--- config.mk ---
export PLATFORM = sky130hd
export DESIGN_NAME = alu_accumulator_param
export DESIGN_NICKNAME = d
export VERILOG_FILES = /design/src/rtl/alu_accumulator_param.sv
export SDC_FILE = /design/constraint.sdc
export NUM_CORES = 1
export LEC_CHECK = 0
export BUFFER_PORTS_ARGS = -buffer_cell sky130_fd_sc_hd__buf_2
export CAP_MARGIN = 10
export CORE_MARGIN = 3
export CORE_UTILIZATION = 45
export DETAILED_ROUTE_END_ITERATION = 7
export PLACE_DENSITY = 0.75
export SKIP_LAST_GASP = 1
export SLEW_MARGIN = 30
export SYNTH_ARGS = -nofsm -noshare
export SYNTH_HDL_FRONTEND = slang
export SYNTH_SLANG_ARGS = --single-unit
--- constraint.sdc ---
create_clock -name Clock -period 2.5 [get_ports Clock]
set_input_delay 0.5 -clock Clock [delete_from_list [all_inputs] [get_ports Clock]]
set_output_delay 0.5 -clock Clock [all_outputs]
set_load 0.02 [all_outputs]
--- src/rtl/alu_accumulator_param.sv ---
// Accumulator ALU: combines Data with the low half of its own 2*WIDTH-bit accumulator.
// Single-cycle ops commit on the accept edge; MUL runs a WIDTH-cycle shift-add sequence.
module alu_accumulator_param #(
   parameter int WIDTH = 4
) (
   input  logic               Clock,
   input  logic               Reset,
   input  logic [WIDTH-1:0]   Data,
   input  logic [2:0]         Function,
   input  logic               Valid_in,
   output logic               Ready,
   output logic               Busy,
   output logic               Done,
   output logic [2*WIDTH-1:0] ALUout
);

   localparam int AW = 2 * WIDTH;
   localparam int CW = $clog2(WIDTH);

   localparam logic [0:0] S_IDLE = 1'b0;
   localparam logic [0:0] S_MUL  = 1'b1;

   localparam logic [2:0] OP_ADD = 3'b000;
   localparam logic [2:0] OP_SUB = 3'b001;
   localparam logic [2:0] OP_ORR = 3'b010;
   localparam logic [2:0] OP_ANR = 3'b011;
   localparam logic [2:0] OP_SXT = 3'b100;
   localparam logic [2:0] OP_SHL = 3'b101;
   localparam logic [2:0] OP_MUL = 3'b110;

   // Shift amounts at or above the accumulator width flush the result to zero
   localparam logic [WIDTH:0] SH_LIMIT = (WIDTH + 1)'(AW);

   logic [0:0]       r_state;
   logic [AW-1:0]    r_acc;
   logic [AW-1:0]    r_mcand;
   logic [AW-1:0]    r_prod;
   logic [WIDTH-1:0] r_mplier;
   logic [CW-1:0]    r_cnt;
   logic             r_done;

   logic [AW-1:0]    w_a;
   logic [AW-1:0]    w_b;
   logic [AW-1:0]    w_result;
   logic [AW-1:0]    w_prod_next;

   assign w_a = {{WIDTH{1'b0}}, Data};
   assign w_b = {{WIDTH{1'b0}}, r_acc[WIDTH-1:0]};

   always_comb begin
      w_result = r_acc;
      case (Function)
         OP_ADD:  w_result = w_a + w_b;
         OP_SUB:  w_result = w_a - w_b;
         OP_ORR:  w_result = {{(AW-1){1'b0}}, (|Data) | (|r_acc[WIDTH-1:0])};
         OP_ANR:  w_result = {{(AW-1){1'b0}}, (&Data) & (&r_acc[WIDTH-1:0])};
         OP_SXT:  w_result = {{WIDTH{Data[WIDTH-1]}}, Data};
         OP_SHL:  w_result = ({1'b0, Data} >= SH_LIMIT) ? '0 : (w_b << Data);
         default: w_result = r_acc;
      endcase
   end

   // One multiplier bit per cycle, LSB first; multiplicand shifts left alongside
   assign w_prod_next = r_prod + (r_mplier[0] ? r_mcand : '0);

   always_ff @(posedge Clock) begin
      if (Reset) begin
         r_state  <= S_IDLE;
         r_acc    <= '0;
         r_mcand  <= '0;
         r_prod   <= '0;
         r_mplier <= '0;
         r_cnt    <= '0;
         r_done   <= 1'b0;
      end else begin
         r_done <= 1'b0;
         case (r_state)
            S_IDLE: begin
               if (Valid_in) begin
                  if (Function == OP_MUL) begin
                     r_mcand  <= w_a;
                     r_mplier <= r_acc[WIDTH-1:0];
                     r_prod   <= '0;
                     r_cnt    <= '0;
                     r_state  <= S_MUL;
                  end else begin
                     r_acc  <= w_result;
                     r_done <= 1'b1;
                  end
               end
            end
            S_MUL: begin
               r_prod   <= w_prod_next;
               r_mcand  <= r_mcand << 1;
               r_mplier <= r_mplier >> 1;
               r_cnt    <= r_cnt + CW'(1);
               if (r_cnt == CW'(WIDTH - 1)) begin
                  r_acc   <= w_prod_next;
                  r_done  <= 1'b1;
                  r_state <= S_IDLE;
               end
            end
            default: r_state <= S_IDLE;
         endcase
      end
   end

   assign Ready  = (r_state == S_IDLE);
   assign Busy   = (r_state == S_MUL);
   assign Done   = r_done;
   assign ALUout = r_acc;

endmodule

==> metrics.yaml <==
outcome:
  status: "finished clean"
route:
  route.detailed.vias_per_inst: 5.77
  dr_total_vias: 2113
  wl_per_cell_um: 16.0
  ant_nets: 0
  detailed_routing_iterations_pass_1: 4
  drt_iter0_drc: 158
  wl_mm: 5.85
  drcViolationCount: 0
timing:
  max_slew_margin: 0.733
  totalNegativeSetupSlack_ns: 0
  rsz0062_at_grt: "no"
  max_clock_freq_ghz: 0.463
  fin_worst_hold_slack_ns: 0.466
  timing_worst_slew_pin_value_ns: 0.399
  period_minus_slack_ns: 2.16
  finalHoldViolations: 0
  worst_slack_ns: 0.342
  final_max_slew_viol_count: 0
  setup_viol_count_final: 0
  finalCritPeriodShare: 0.863
  finClkSkew_ns: 0.00577
clock_tree:
  clock-root-buffer: "clkbuf_8"
  clock_tree_from_tritoncts: "yes"
  post-cts-setup-buffer-count: 0
  holdBufCountCts: 0
  tritoncts.num_buffers: 5
  clkTransAtPathRegs_ns: 0.07
  clock_sinks: 32
  worstSkewPairLatency_ns: 0.29
  number_of_levels_in_the_clock_h_tree: 2
  cts.path.max_buffers: 2
  cts_resized: 0
setup_path:
  critical_path.endpoint_type: "flip-flop"
  arrival_time_of_the_worst_setup_path_ns: 2.35
  setup.worst_path.class: "input port to flip-flop"
  maximum_fanout_along_the_worst_path: 3
  critical_path.startpoint_type: "input port"
  worst_ep_required_time_ns: 2.69
yosys:
  synth.ff_latch_count: 32
  yosysWarnings: 0
  area_of_the_mapped_netlist_sq_um: 2350
  synthesized_net_count: 309
  synthFlopType: "dfxtp_1"
  postSynth.asyncResetShare: 0
  count_of_flip_flops_with_a_built_in_enable_after_synthesis: 0
  synth_cells: 280
  ys_types: 61
  syn_area_per_cell_sq_um: 8.41
  ys_seq_area_frac: 0.272
final_layout:
  drive_above_1_share: 0.161
  area_overhead_vs_synth_pct: 10.4
  utilization: 0.532
  layout.cells.non_filler: 366
  fin_nets: 327
  final_design_instance_area_without_fill_sq_um: 2600
  num_antenna_cells: 0
power_and_ir_drop:
  p_switching_mw: 0.382
  power_report.internal_total_mw: 0.926
  report.power.total_mw: 1.31
  power.share.clock: 0.376
  cellLeakagePower_nw: 1.09
  power_frac_seq: 0.414
  sw_frac_of_total: 0.292
  power.ir.vdd_worst_mv: 0.420
  p_comb_frac: 0.210
  power_density_nw_per_um2: 504
run:
  maxCapViolations: 0
place:
  place.detailed.instances: 358
  dpl_worst_slack_ns: 0.0473
  final_gp_congestion: 0.927
  dp_hpwl_mm: 4.29
  buffer_ports.inserted: 20
  placed_cell_area_sq_um: 2490
die:
  die_width_um: 78.3
  initial_util: 0.482
  floorplan.die_area_sq_um: 6130
  num_rows: 25
  die-height_um: 78.3
  top_level_ports: 21
  coreArea_sq_um: 4880
global_routing:
  grt_antenna_before_repair: 0
  grt_first_pass_wirelength_mm: 9.73
  grt_start_max_net_pins: 22
  grt_util_all_layers: 0.199
  global_route.overflow_total: 0
  grt_pass1_vias: 1996
min_path:
  worst_min_delay_path_category: "flip-flop to flip-flop"
[final cells by class]
type                       count  area [sq um]
fill                         476          2280
multi-input combinational    213          1520
sequential                    32           641
timing repair buffer          31           183
tap                           67          83.8
clock buffer                   5          68.8
inverter                      15          56.3
clock inverter                 3          42.5
[critical path: stages]
cell and delay [ns]:
buf_2 0.10, inv_1 0.08, ha_1 0.17, inv_1 0.07, fa_1 0.40, a21o_1 0.20
a2111oi_4 0.38, a21o_4 0.15, a21boi_2 0.06, a311oi_1 0.25
[power groups by stage]
stage          Combinational (mW)  Sequential [mW]  Clock [mW]
6_report                    0.275            0.541       0.493
5_1_grt                     0.300            0.544       0.526
4_1_cts                     0.270            0.541       0.505
3_5_place_dp                0.269            0.552           0
3_3_place_gp                0.266            0.552           0
2_1_floorplan               0.185            0.566           0
[synthesized netlist by cell type, types with 2 or more instances]
| cell type | instances | area share |
|---|---|---|
| a211o_1 | 2 | 0.0074 |
| a211oi_1 | 2 | 0.0064 |
| a21o_1 | 3 | 0.0096 |
| a21oi_1 | 17 | 0.036 |
| a221o_1 | 2 | 0.0085 |
| a221oi_1 | 2 | 0.0074 |
| a222oi_1 | 3 | 0.013 |
| a22oi_1 | 9 | 0.029 |
| a311oi_1 | 5 | 0.019 |
| a31oi_1 | 2 | 0.0053 |
| and2_1 | 10 | 0.027 |
| buf_2 | 6 | 0.013 |
| buf_6 | 4 | 0.019 |
| clkbuf_1 | 7 | 0.011 |
| clkbuf_8 | 2 | 0.012 |
| dfxtp_1 | 32 | 0.27 |
| fa_1 | 3 | 0.026 |
| ha_1 | 16 | 0.085 |
| inv_1 | 15 | 0.024 |
| mux2i_1 | 10 | 0.043 |
| nand2_1 | 19 | 0.030 |
| nand2b_1 | 3 | 0.0080 |
| nand3_1 | 5 | 0.011 |
| nand3b_1 | 3 | 0.0096 |
| nand4_1 | 3 | 0.0080 |
| nor2_1 | 30 | 0.048 |
| nor2b_1 | 3 | 0.0080 |
| nor3_1 | 9 | 0.019 |
| nor3b_1 | 2 | 0.0064 |
| nor4_1 | 2 | 0.0053 |
| o211ai_1 | 4 | 0.013 |
| o21ai_0 | 8 | 0.017 |
| o21ai_1 | 3 | 0.0064 |
| o221ai_1 | 3 | 0.011 |
| o22ai_1 | 2 | 0.0053 |
| xnor2_1 | 2 | 0.0074 |
| xor2_1 | 3 | 0.011 |
[worst paths after layout]
path	start	slack [ns]	endpoint	cells past startpoint
worst max register to register	r_mplier[0]$_SDFFE_PP0P_	0.37	ALUout[6]$_SDFFE_PP0P_	8
worst min register to register	r_prod[2]$_SDFFE_PP0P_	0.47	r_prod[2]$_SDFFE_PP0P_	2
worst min-delay path	r_prod[2]$_SDFFE_PP0P_	0.47	r_prod[2]$_SDFFE_PP0P_	2
worst max-delay path	Data[0]	0.34	ALUout[7]$_SDFFE_PP0P_	10
[registers in the layout (all words and copies together), names as in the netlist]
signal    flops
ALUout        8
Busy          1
Done          1
r_cnt         2
r_mcand       8
r_mplier      4
r_prod        8
[cell usage in the layout, fill, tap and decap left out, types with 3 or more instances in the layout]
cell type	count
a21o_1	3
a21oi_1	17
a222oi_1	3
a22oi_1	9
a311oi_1	5
and2_1	10
buf_2	20
buf_4	11
clkbuf_8	5
dfxtp_1	32
fa_1	3
ha_1	16
inv_1	15
mux2i_1	10
nand2_1	19
nand2b_1	3
nand3_1	5
nand3b_1	3
nand4_1	3
nor2_1	30
nor2b_1	3
nor3_1	9
o211ai_1	4
o21ai_0	8
o21ai_1	3
o221ai_1	3
xor2_1	3
[cells by family (layout without fill, tap and decap cells)]
family | Yosys count | in the layout | synth area share
AO/OA/AOI/OAI | 80 | 80 | 0.256
XOR/XNOR | 5 | 5 | 0.0186
adder cells (fa/ha/maj) | 19 | 19 | 0.111
buffers and inverters | 35 | 54 | 0.0808
flip-flops | 32 | 32 | 0.272
multiplexers | 10 | 10 | 0.0425
AND/OR/NAND/NOR | 99 | 99 | 0.220
[routing by layer]
metal  vias to the layer above  global-route usage  part of all wire
li1                       1063                   -                 -
met1                       958               0.283              0.48
met2                        81               0.292              0.43
met3                        11              0.0459             0.067
met4                         0              0.0717             0.020
met5                         -                   0                 0
(Power assumes the default switching activity.)
